`src/rtl/change_pkg.sv`:
```
// Shared types and defaults for the change dispenser.
// Count width covers ceil(2^16/5) = 13108 transfers for the default configuration.
package change_pkg;

    localparam int STEP_DEF = 5;
    localparam int CNT_W    = 14;

    typedef enum logic [1:0] {
        IDLE = 2'd0,
        RUN  = 2'd1,
        DONE = 2'd2
    } state_e;

endpackage

```
`src/rtl/change_dispenser_if.sv`:
```
// Job request, unit handshake and status bundle between a controller (master) and the dispenser (slave).
// out_valid/out_ready form the per-unit handshake; everything else is level status.
interface change_dispenser_if #(
    parameter int W = 16
) ();
    import change_pkg::*;

    logic             start;
    logic [W-1:0]     amount;
    logic             abort;
    logic             out_ready;
    logic             out_valid;
    logic             busy;
    logic             done;
    logic             residue_err;
    logic [W-1:0]     remain;
    logic [CNT_W-1:0] count;

    modport master (
        output start, amount, abort, out_ready,
        input  out_valid, busy, done, residue_err, remain, count
    );

    modport slave (
        input  start, amount, abort, out_ready,
        output out_valid, busy, done, residue_err, remain, count
    );

endinterface

```
`src/rtl/change_dispenser.sv`:
```
// Dispenses a latched amount in STEP-sized units, one per accepted out_valid/out_ready handshake.
// First unit is offered one cycle after start; out_valid depends on registers only, so it holds under backpressure.
module change_dispenser
    import change_pkg::*;
#(
    parameter int STEP = STEP_DEF,
    parameter int W    = 16
) (
    input  logic         clk,
    input  logic         rst,
    change_dispenser_if.slave dsp
);

    localparam logic [W-1:0] STEP_W = W'(STEP);

    state_e           state_q;
    logic [W-1:0]     remain_q;
    logic [W-1:0]     remain_d;
    logic [CNT_W-1:0] count_q;
    logic [CNT_W-1:0] count_d;
    logic             residue_q;
    logic             has_unit;

    // Single comparator, subtractor and incrementer shared by the whole job.
    assign has_unit = (remain_q >= STEP_W);
    assign remain_d = remain_q - STEP_W;
    assign count_d  = count_q + CNT_W'(1);

    always_ff @(posedge clk) begin
        if (rst) begin
            state_q   <= IDLE;
            remain_q  <= '0;
            count_q   <= '0;
            residue_q <= 1'b0;
        end else if (dsp.abort) begin
            // Cancel keeps the partial balance and count visible for inspection.
            state_q <= IDLE;
        end else begin
            case (state_q)
                IDLE: begin
                    if (dsp.start) begin
                        remain_q  <= dsp.amount;
                        count_q   <= '0;
                        residue_q <= 1'b0;
                        state_q   <= RUN;
                    end
                end
                RUN: begin
                    if (!has_unit) begin
                        residue_q <= (remain_q != '0);
                        state_q   <= DONE;
                    end else if (dsp.out_ready) begin
                        remain_q <= remain_d;
                        count_q  <= count_d;
                    end
                end
                DONE: begin
                    state_q <= IDLE;
                end
                default: begin
                    state_q <= IDLE;
                end
            endcase
        end
    end

    assign dsp.out_valid   = (state_q == RUN) && has_unit;
    assign dsp.busy        = (state_q != IDLE);
    assign dsp.done        = (state_q == DONE);
    assign dsp.residue_err = residue_q;
    assign dsp.remain      = remain_q;
    assign dsp.count       = count_q;

endmodule

```
`src/flat_wrapper.sv`:
```
// flat-port wrapper written by rule: the top's interface ports become plain ports
module change_dispenser_flat import change_pkg::*;
#(
    parameter int STEP = STEP_DEF,
    parameter int W    = 16
)
  (clk, rst, dsp_start, dsp_amount, dsp_abort, dsp_out_ready, dsp_out_valid, dsp_busy, dsp_done, dsp_residue_err, dsp_remain, dsp_count);
  change_dispenser_if #(.W(W)) dsp_i ();
  input  logic clk;
  input  logic rst;
  input wire logic [$bits(dsp_i.start)-1:0] dsp_start;
  input wire logic [$bits(dsp_i.amount)-1:0] dsp_amount;
  input wire logic [$bits(dsp_i.abort)-1:0] dsp_abort;
  input wire logic [$bits(dsp_i.out_ready)-1:0] dsp_out_ready;
  output wire logic [$bits(dsp_i.out_valid)-1:0] dsp_out_valid;
  output wire logic [$bits(dsp_i.busy)-1:0] dsp_busy;
  output wire logic [$bits(dsp_i.done)-1:0] dsp_done;
  output wire logic [$bits(dsp_i.residue_err)-1:0] dsp_residue_err;
  output wire logic [$bits(dsp_i.remain)-1:0] dsp_remain;
  output wire logic [$bits(dsp_i.count)-1:0] dsp_count;
  assign dsp_i.start = dsp_start;
  assign dsp_i.amount = dsp_amount;
  assign dsp_i.abort = dsp_abort;
  assign dsp_i.out_ready = dsp_out_ready;
  assign dsp_out_valid = dsp_i.out_valid;
  assign dsp_busy = dsp_i.busy;
  assign dsp_done = dsp_i.done;
  assign dsp_residue_err = dsp_i.residue_err;
  assign dsp_remain = dsp_i.remain;
  assign dsp_count = dsp_i.count;
  change_dispenser #(.STEP(STEP), .W(W)) u_core (.clk(clk), .rst(rst), .dsp(dsp_i));
endmodule
```
`config.mk`:
```
export PLATFORM = sky130hd
export DESIGN_NAME = change_dispenser_flat
export DESIGN_NICKNAME = d
export VERILOG_FILES = /design/src/rtl/change_pkg.sv /design/src/rtl/change_dispenser_if.sv /design/src/rtl/change_dispenser.sv /design/src/flat_wrapper.sv
export SDC_FILE = /design/constraint.sdc
export NUM_CORES = 1
export LEC_CHECK = 0
export CAP_MARGIN = 20
export CORE_MARGIN = 2
export CORE_UTILIZATION = 45
export CTS_BUF_LIST = sky130_fd_sc_hd__clkbuf_8 sky130_fd_sc_hd__clkbuf_16
export DETAILED_ROUTE_END_ITERATION = 10
export GPL_TIMING_DRIVEN = 0
export MAX_ROUTING_LAYER = met4
export PLACE_DENSITY = 0.75
export SLEW_MARGIN = 20
export SYNTH_ARGS = -nofsm -noshare
export SYNTH_HDL_FRONTEND = slang
export SYNTH_SLANG_ARGS = --single-unit
```
`constraint.sdc`:
```
create_clock -name clk -period 2.5 [get_ports clk]
set_input_delay 0.5 -clock clk [delete_from_list [all_inputs] [get_ports clk]]
set_output_delay 0.5 -clock clk [all_outputs]
set_load 0.005 [all_outputs]
```
# After elaboration in Yosys (flattened, before gate mapping)
# Cells that the tools add are included.
[totals] word_cells=37 output_inout_bits=34 register_bits=33 input_bits=21
[op_classes] bitwise=1 addsub=2 eq_ne=6 n_reduce_logical=9 n_lt_le_gt_ge=1 mux=14
[ops] operator="16-bit 2-to-1 mux" count=3
[ops] operator="14-bit 2-to-1 mux" count=3
[ops] operator="16-bit case mux with 2 select lines" count=1
[ops] operator="14-bit case mux with 2 select lines" count=1
[ops] operator="16-bit by 3-bit greater-or-equal comparator with 1-bit output, second input constant" count=1
[ops] operator="16-bit nonzero test" count=1
[ops] operator="16-bit by 3-bit subtractor with 16-bit output, second input constant" count=1
[ops] operator="14-bit by 1-bit adder with 14-bit output, second input constant" count=1
[ops] operator="2-bit != test, second input constant" count=3
[ops] operator="5-bit AND reduction" count=1
[ops] operator="2-bit 2-to-1 mux" count=2
[ops] operator="2-bit case mux with 2 select lines" count=1
[ops] operator="4-bit AND reduction" count=1
[ops] operator="2-bit nonzero test" count=2
[ops] operator="2-bit by 1-bit equality test with 1-bit output, second input constant" count=1
[ops] operator="2-bit equality test, second input constant" count=1
[ops] operator="2-bit zero test" count=1
[ops] operator="1-bit 2-to-1 mux" count=2
[ops] operator="2-bit by 1-bit != test with 1-bit output, second input constant" count=1
[ops] operator="1-bit case mux with 2 select lines" count=1
[ops] operator="2-bit AND reduction" count=1
[ops] operator="2-bit OR reduction" count=1
[ops] operator="1-bit logical AND" count=1
[ops] operator="1-bit NOT" count=1

# Depth between registers and ports, before layout
# Gate-level depths: netlist (run 1).
[depth] word_depth=4 ltp_mapped=8

# Worst setup path before layout (run 1)
# No wires, ideal clock.
[synth_path] path_type="register to register" startpoint="register u_core.remain_q[0] (netlist: u_core.dsp.remain[0])" endpoint="register u_core.count_q[11] (netlist: u_core.dsp.count[11])" t_required_ps=2429 setup_slack_ps=476 arrival_time_ps=1953 path_stages_with_launch=8 period_less_slack_ps=2024 setup_ps=71 n_path_buf=0 path_cell_list="dfxtp_1 > inv_1 > ha_1 > inv_1 > o21ai_2 > a31o_4 > or4_2 > a21oi_1"
[synth_between] elab_chain_len=3
[synth_lines] element="from (decl)" line="change_dispenser.sv:17" rtl="logic [W-1:0] remain_q;"
[synth_lines] element="from (signal assigned)" line="change_dispenser.sv:42" rtl="remain_q <= dsp.amount;"
[synth_lines] element="from (signal assigned)" line="change_dispenser.sv:53" rtl="remain_q <= remain_d;"
[synth_lines] element="16-bit by 3-bit greater-or-equal comparator with 1-bit output" line="change_dispenser.sv:25" rtl="assign has_unit = (remain_q >= STEP_W);"
[synth_lines] element="2-bit by 1-bit != test with 1-bit output (no line)"
[synth_lines] element="5-bit AND reduction (no line)"
[synth_lines] element="to (signal assigned)" line="change_dispenser.sv:54" rtl="count_q <= count_d;"
[synth_lines] element="to (decl)" line="change_dispenser.sv:19" rtl="logic [CNT_W-1:0] count_q;"
# No other way between the ends.
# A chain may end at the register's enable or synchronous reset.

# Worst setup path in the final report (run 1)
[layout_path] startpoint="register u_core.remain_q[10] (netlist: u_core.dsp.remain[10])" endpoint="output dsp_out_valid"
[layout_between] elab_chain_len=2
[layout_lines] element="16-bit by 3-bit greater-or-equal comparator with 1-bit output" line="change_dispenser.sv:25"
[layout_lines] element="1-bit logical AND" line="change_dispenser.sv:67" rtl="assign dsp.out_valid = (state_q == RUN) && has_unit;"
[layout_lines] element="to (decl)" line="flat_wrapper.sv:15" rtl="output wire logic [$bits(dsp_i.out_valid)-1:0] dsp_out_valid;"
# No other way between the ends.

==> results of run 1 <==
-- power groups by stage --
stage | Sequential [W] | Clock (W) | Combinational, W
6_report | 0.000586 | 0.000397 | 0.000469
5_1_grt | 0.000590 | 0.000428 | 0.000506
4_1_cts | 0.000585 | 0.000404 | 0.000456
3_5_place_dp | 0.000596 | 0 | 0.000445
3_3_place_gp | 0.000596 | 0 | 0.000444
2_1_floorplan | 0.000592 | 0 | 0.000292
-- kinds of logic (layout without fill, tap and decap cells) --
logic type | count (synthesis) | count (layout) | share of synthesized area [%]
AO/OA/AOI/OAI | 88 | 88 | 31.3
AND/OR/NAND/NOR | 87 | 87 | 25.8
flip-flops | 33 | 33 | 32.0
buffers and inverters | 24 | 88 | 6.30
adder cells (fa/ha/maj) | 4 | 4 | 2.42
XOR/XNOR | 4 | 4 | 1.69
multiplexers | 1 | 1 | 0.484
-- layout make-up --
type | count | area, um2 | share of cell area (%)
Tap cell | 52 | 65.1 | 2.35
Buffer | 17 | 104 | 3.75
Sequential cell | 33 | 661 | 23.8
Timing Repair Buffer | 56 | 551 | 19.9
Clock buffer | 5 | 68.8 | 2.48
Inverter | 7 | 26.3 | 0.948
Clock inverter | 3 | 13.8 | 0.496
Multi-Input combinational cell | 184 | 1280 | 46.3
-- worst paths after layout --
check        slack [ns]              startpoint                      to  cells after the start
max                0.11   u_core.dsp.remain[10]           dsp_out_valid                      5
min                0.48  u_core.dsp.residue_err  u_core.dsp.residue_err                      2
max reg2reg        0.22   u_core.dsp.remain[10]   u_core.dsp.remain[10]                      8
min reg2reg        0.48  u_core.dsp.residue_err  u_core.dsp.residue_err                      2
-- routing by layer --
metal  routed length [um]  GRT usage (%)
met5                    0              -
met4                   72           9.85
met3                  429           3.94
met2                 2780           37.7
met1                 2560           30.4
-- tightest hold or removal path, cell delays in order, from the launching register on --
cell	delay (ns)
dfxtp_1	0.31
o21ai_0	0.07
a21oi_1	0.06
-- Yosys cell counts (2+ instances only) --
library cell / count / area share (%)
dfxtp_1: 33 / 32
o32ai_1: 2 / 0.85
xnor2_1: 4 / 1.7
inv_1: 7 / 1.3
a21oi_1: 27 / 6.5
nand2_1: 10 / 1.8
o21ai_0: 4 / 0.97
and2_1: 4 / 1.2
a31oi_1: 5 / 1.5
buf_2: 2 / 0.48
o22ai_1: 2 / 0.61
nor3_1: 8 / 1.9
or4_4: 2 / 1.1
a22oi_1: 4 / 1.5
a311oi_1: 4 / 1.7
or3_2: 2 / 0.73
ha_1: 4 / 2.4
and3_1: 5 / 1.5
nand3_1: 7 / 1.7
nand4_1: 4 / 1.2
and4_1: 2 / 0.85
a41o_1: 2 / 0.97
nor2_1: 21 / 3.8
nor2b_1: 3 / 0.91
nand3b_1: 2 / 0.73
clkbuf_1: 10 / 1.8
o31ai_1: 14 / 5.1
or4_2: 3 / 1.3
o311ai_0: 11 / 4.7
nand2b_1: 2 / 0.61
-- per-stage QoR --
stage	TNS, ns	worst slack [ns]
6_report	0	0.108
5_1_grt	0	0.0254
4_1_cts	0	0.0210
3_5_place_dp	-0.507	-0.132
3_3_place_gp	-0.222	-0.0938
2_1_floorplan	0	0.476
-- repair_timing --
item                                    4_1_cts  5_1_grt
pin swaps                                     1        3
buffers inserted                              1        1
endpoints found under the setup margin        1        1
hold endpoints to repair                      0        0
resized for setup                             2        2
hold buffers                                  0        0
-- flip-flops by register name, indices dropped and copies added, names as in the netlist --
name / cells
u_core.dsp.count: 14
u_core.dsp.residue_err: 1
u_core.dsp.remain: 16
u_core.state_q: 2
==> results.tsv, run 1 <==
stage	metric	value	unit
global_route	antenna_found_initial	0	
finish	final_cells	357	
floorplanning	die-area	5150	um2
pwr	comb_power_share	32.3	%
drt	via_per_inst	6.18	
logic_synthesis	synth_nets	266	
worst_setup_path	critical-path-top-delay-family	simple AND/OR/NAND/NOR gates	
logic_synthesis	ys_seq_area_share	32.0	%
clock_tree	cts_tree	done	
drt	dr.pass1.iters	4	
clock_tree	cts_max_path_buffers	2	
global_route	grt_overflow	0	
status	outcome	finished clean	
sta	max_freq	418	MHz
pwr	swShare	34.2	%
placed_design	placed_area	2670	um2
finish	layout_commonest_cell	clkdlybuf4s50_1	
global_route	grt_pass1_vias	2053	
clock_tree	worstSkewPairLatency	0.29	ns
pwr	p_switching	0.000496	W
logic_synthesis	synth.distinct_cells	61	
clock_tree	numCtsBuffers	5	
worst_setup_path	critPathLaunchType	flip-flop	
worst_hold_path	hp-class	reg -> reg	
worst_setup_path	path_buf_inv	2	
logic_synthesis	async_reset_ff_share	0	%
pwr	p_int	0.000956	W
worst_setup_path	crit_type	reg -> out	
pwr	p_leak	0.976	nW
sta	slew_viol_final	0	
sta	fin_crit	2.39	ns
logic_synthesis	syn_inst	241	
worst_setup_path	end_kind	primary output	
floorplanning	initial_core_util	47.1	%
run	max_cap_violations	0	
logic_synthesis	synth_area	2070	um2
logic_synthesis	syn_avg_cell_area	8.58	um2
finish	final_area	2770	um2
sta	setup_violations	0	
sta	hold_viol	0	
floorplanning	fp.dieW	71.8	um
placed_design	io_buffers	54	
worst_setup_path	worstPathRequired	2.00	ns
placed_design	dpl.cell_count	347	
drt	final_antenna_net_count	0	
placed_design	routabilityCongestion	0.924	
global_route	grt_max_degree	11	
worst_setup_path	crit_chain	or4_4, nor4_4, buf_6, a31oi_1, clkbuf_2	
floorplanning	num_rows	24	
worst_setup_path	cp_slowest_cell	or4_4	
clock_tree	cts-root-buf	clkbuf_8	
logic_synthesis	ys_warn_count	0	
global_route	grt_first_pass_wirelength	9460	um
pwr	p_clk_share	27.4	%
global_route	grtUsageTotal	23.9	%
finish	syn2layout_area_growth	34.1	%
pwr	p_seq_share	40.4	%
worst_setup_path	max_stage_delay	0.59	ns
drt	wirelength	5840	um
logic_synthesis	synth_edf_count	0	
clock_tree	numClockSinks	33	
sta	holdWs	0.476	ns
sta	skew	0.00405	ns
drt	drt-initial-drc-count	175	
floorplanning	die_height	71.8	um
logic_synthesis	synth_flop_cell	dfxtp_1	
worst_setup_path	critPathArrivalTime	1.89	ns
drt	vias	2208	
sta	fin_crit_sh	95.7	%
drt	drc	0	
pwr	total_power	0.00145	W
clock_tree	htree_levels	2	
finish	antenna_cells	0	
sta	slew_headroom	48.0	%
pwr	ir_worst_vdd	0.318	mV
finish	final_cell_mix	clkdlybuf4s50_1, dfxtp_1, a21oi_1	
finish	final_util	63.2	%
pwr	p_per_area	524	nW/um2
sta	tightest_slew	0.775	ns
finish	drive_gt1_share	12.5	%
floorplanning	core	4380	um2
logic_synthesis	ys_ff_latch	33	
worst_setup_path	critical_path_peak_fanout	5	
finish	nNetsFinal	329	
placed_design	dp_hpwl	4170	um
clock_tree	clk_pin_slew	0.07	ns
drt	wl_per_cell	16.3	um
sta	rsz0062_at_grt	false	
finish	n_fill_cell	404	
floorplanning	pin_count	55	
Power figures use the tool's default switching activity.
==> inputs of run 2 (changes only) <==
Settings changed: CAP_MARGIN 20 to 15, CTS_BUF_LIST sky130_fd_sc_hd__clkbuf_8 sky130_fd_sc_hd__clkbuf_16 to unset, CTS_CLUSTER_DIAMETER set to 40.
==> run 2 against run 1 <==
Hold slack better by 0.0015 ns; sequential cell count unchanged; register-to-register slack about the same; total power is 0.23% higher; clock skew is essentially flat; via count rose by 0.23%; sequential power barely moved; sequential share of layout area did not move; critical path depth unchanged; largest power group unchanged; highest routed layer unchanged.
==> results.tsv, run 2 (synthesis results as in run 1) <==
stage	metric	value	unit
status	outcome	finished clean	
floorplanning	pin_count	55	
clock_tree	numCtsBuffers	5	
worst_hold_path	worstHoldStart	u_core.dsp.residue_err	
drt	drt-initial-drc-count	175	
clock_tree	cts-root-buf	clkbuf_8	
clock_tree	worstSkewPairLatency	0.29	ns
placed_design	io_buffers	54	
drt	final_antenna_net_count	0	
pwr	p_per_area	525	nW/um2
worst_setup_path	crit_chain	or4_4, nor4_4, buf_6, a31oi_1, clkbuf_2	
drt	via_per_inst	6.20	
global_route	grt_first_pass_wirelength	9460	um
sta	hold_viol	0	
worst_hold_path	hp-class	reg -> reg	
finish	layout_commonest_cell	clkdlybuf4s50_1	
worst_setup_path	reg2reg_slack	0.22	ns
worst_setup_path	path_buf_inv	2	
finish	drive_gt1_share	12.5	%
sta	fin_crit_sh	95.9	%
worst_setup_path	critical-path-top-delay-family	simple AND/OR/NAND/NOR gates	
floorplanning	fp.dieW	71.8	um
worst_setup_path	worst_r2r_endpoint	u_core.dsp.remain[15]	
floorplanning	num_rows	24	
placed_design	dp_hpwl	4170	um
sta	tightest_slew	0.761	ns
floorplanning	initial_core_util	47.1	%
worst_setup_path	max_stage_delay	0.59	ns
finish	antenna_cells	0	
finish	syn2layout_area_growth	34.1	%
worst_setup_path	r2r-start	u_core.dsp.remain[10]	
pwr	p_leak	0.972	nW
sta	setup_violations	0	
worst_setup_path	reg2reg_depth	8	
global_route	grt_max_degree	11	
finish	ff_latch_area	661	um2
floorplanning	die_height	71.8	um
finish	largest_reg_flops	16	
worst_setup_path	crit_type	reg -> out	
clock_tree	htree_levels	2	
placed_design	routabilityCongestion	0.924	
finish	final_cell_mix	clkdlybuf4s50_1, dfxtp_1, a21oi_1	
drt	dr.pass1.iters	4	
finish	final_util	63.2	%
run	max_cap_violations	0	
global_route	antenna_found_initial	0	
clock_tree	cts_max_path_buffers	2	
pwr	total_power	0.00146	W
sta	fin_crit	2.40	ns
global_route	grtUsageTotal	23.9	%
drt	wl_per_cell	16.4	um
worst_setup_path	end_kind	primary output	
worst_setup_path	worstPathRequired	2.00	ns
floorplanning	core	4380	um2
finish	multi_input_area	1280	um2
global_route	grt_overflow	0	
worst_hold_path	whs_endpoint	u_core.dsp.residue_err	
sta	rsz0062_at_grt	false	
global_route	grt_pass1_vias	2053	
drt	drc	0	
worst_setup_path	critical_path_peak_fanout	5	
sta	slew_viol_final	0	
sta	slew_headroom	48.9	%
drt	vias	2213	
sta	holdWs	0.477	ns
worst_hold_path	whs_path_depth	2	
clock_tree	cts_tree	done	
finish	n_fill_cell	404	
clock_tree	clk_pin_slew	0.07	ns
worst_setup_path	critPathArrivalTime	1.90	ns
worst_setup_path	cp_slowest_cell	or4_4	
sta	skew	0.00422	ns
clock_tree	numClockSinks	33	
finish	nNetsFinal	329	
sta	max_freq	417	MHz
floorplanning	die-area	5150	um2
sta	setup_tns	0	ns
drt	wirelength	5860	um
pwr	ir_worst_vdd	0.318	mV
worst_setup_path	critPathLaunchType	flip-flop	
-- run 2: where the power goes --
part	switching [W]	internal, W
Clock	0.000207	0.000193
Sequential	0.0000345	0.000552
Combinational	0.000254	0.000215
Total	0.000496	0.000960
-- run 2: worst max path at each step --
stage,endpoint,slack (ns),from,cells past startpoint
after CTS,dsp_out_valid,0.02,u_core.dsp.remain[5],4
after floorplan,u_core.dsp.count[11],0.48,u_core.dsp.remain[0],7
after global routing,u_core.dsp.count[13],0.03,dsp_abort,6
after detailed placement,u_core.dsp.count[13],-0.13,dsp_abort,6
final,dsp_out_valid,0.10,u_core.dsp.remain[10],5
after global placement,u_core.dsp.count[13],-0.09,dsp_abort,6
-- run 2: metrics by stage --
step / instance area [um2] / setup slack, ns / std cells
after floorplan: 2070 / 0.476 / 241
after global placement: 2670 / -0.0938 / 347
after detailed placement: 2670 / -0.132 / 347
after CTS: 2770 / 0.0210 / 356
after global routing: 2770 / 0.0254 / 357
final: 2770 / 0.103 / 357
-- run 2: area by class of cell --
cell class	count	area share, %
inverters	7	0.948
well taps	52	2.35
clock buffers	6	2.62
clock inverters	2	0.361
multi-input cells	184	46.3
plain buffers	17	3.75
flip-flops and latches	33	23.8
repair buffers	56	19.9
-- run 2: repair_timing --
| item | in CTS | in global routing |
|---|---|---|
| buffers inserted | 1 | 1 |
| pin swaps | 1 | 3 |
| hold buffers | 0 | 0 |
| endpoints found under the setup margin | 1 | 1 |
| gates resized for setup | 2 | 2 |
-- run 2: tightest hold or removal path, delay by kind of cell (launching register included) --
| family | cells | cell delay, ns |
|---|---|---|
| flip-flops | 1 | 0.31 |
| AO/OA/AOI/OAI | 2 | 0.13 |
-- run 2: routing by layer --
layer  up-vias  share of wire (%)  global-route usage [%]
met5         -                  0                       -
li1       1063                  -                       -
met1      1031                 43                    30.4
met2       109                 47                    37.7
met3        10                7.6                    3.94
met4         0                1.6                    9.85
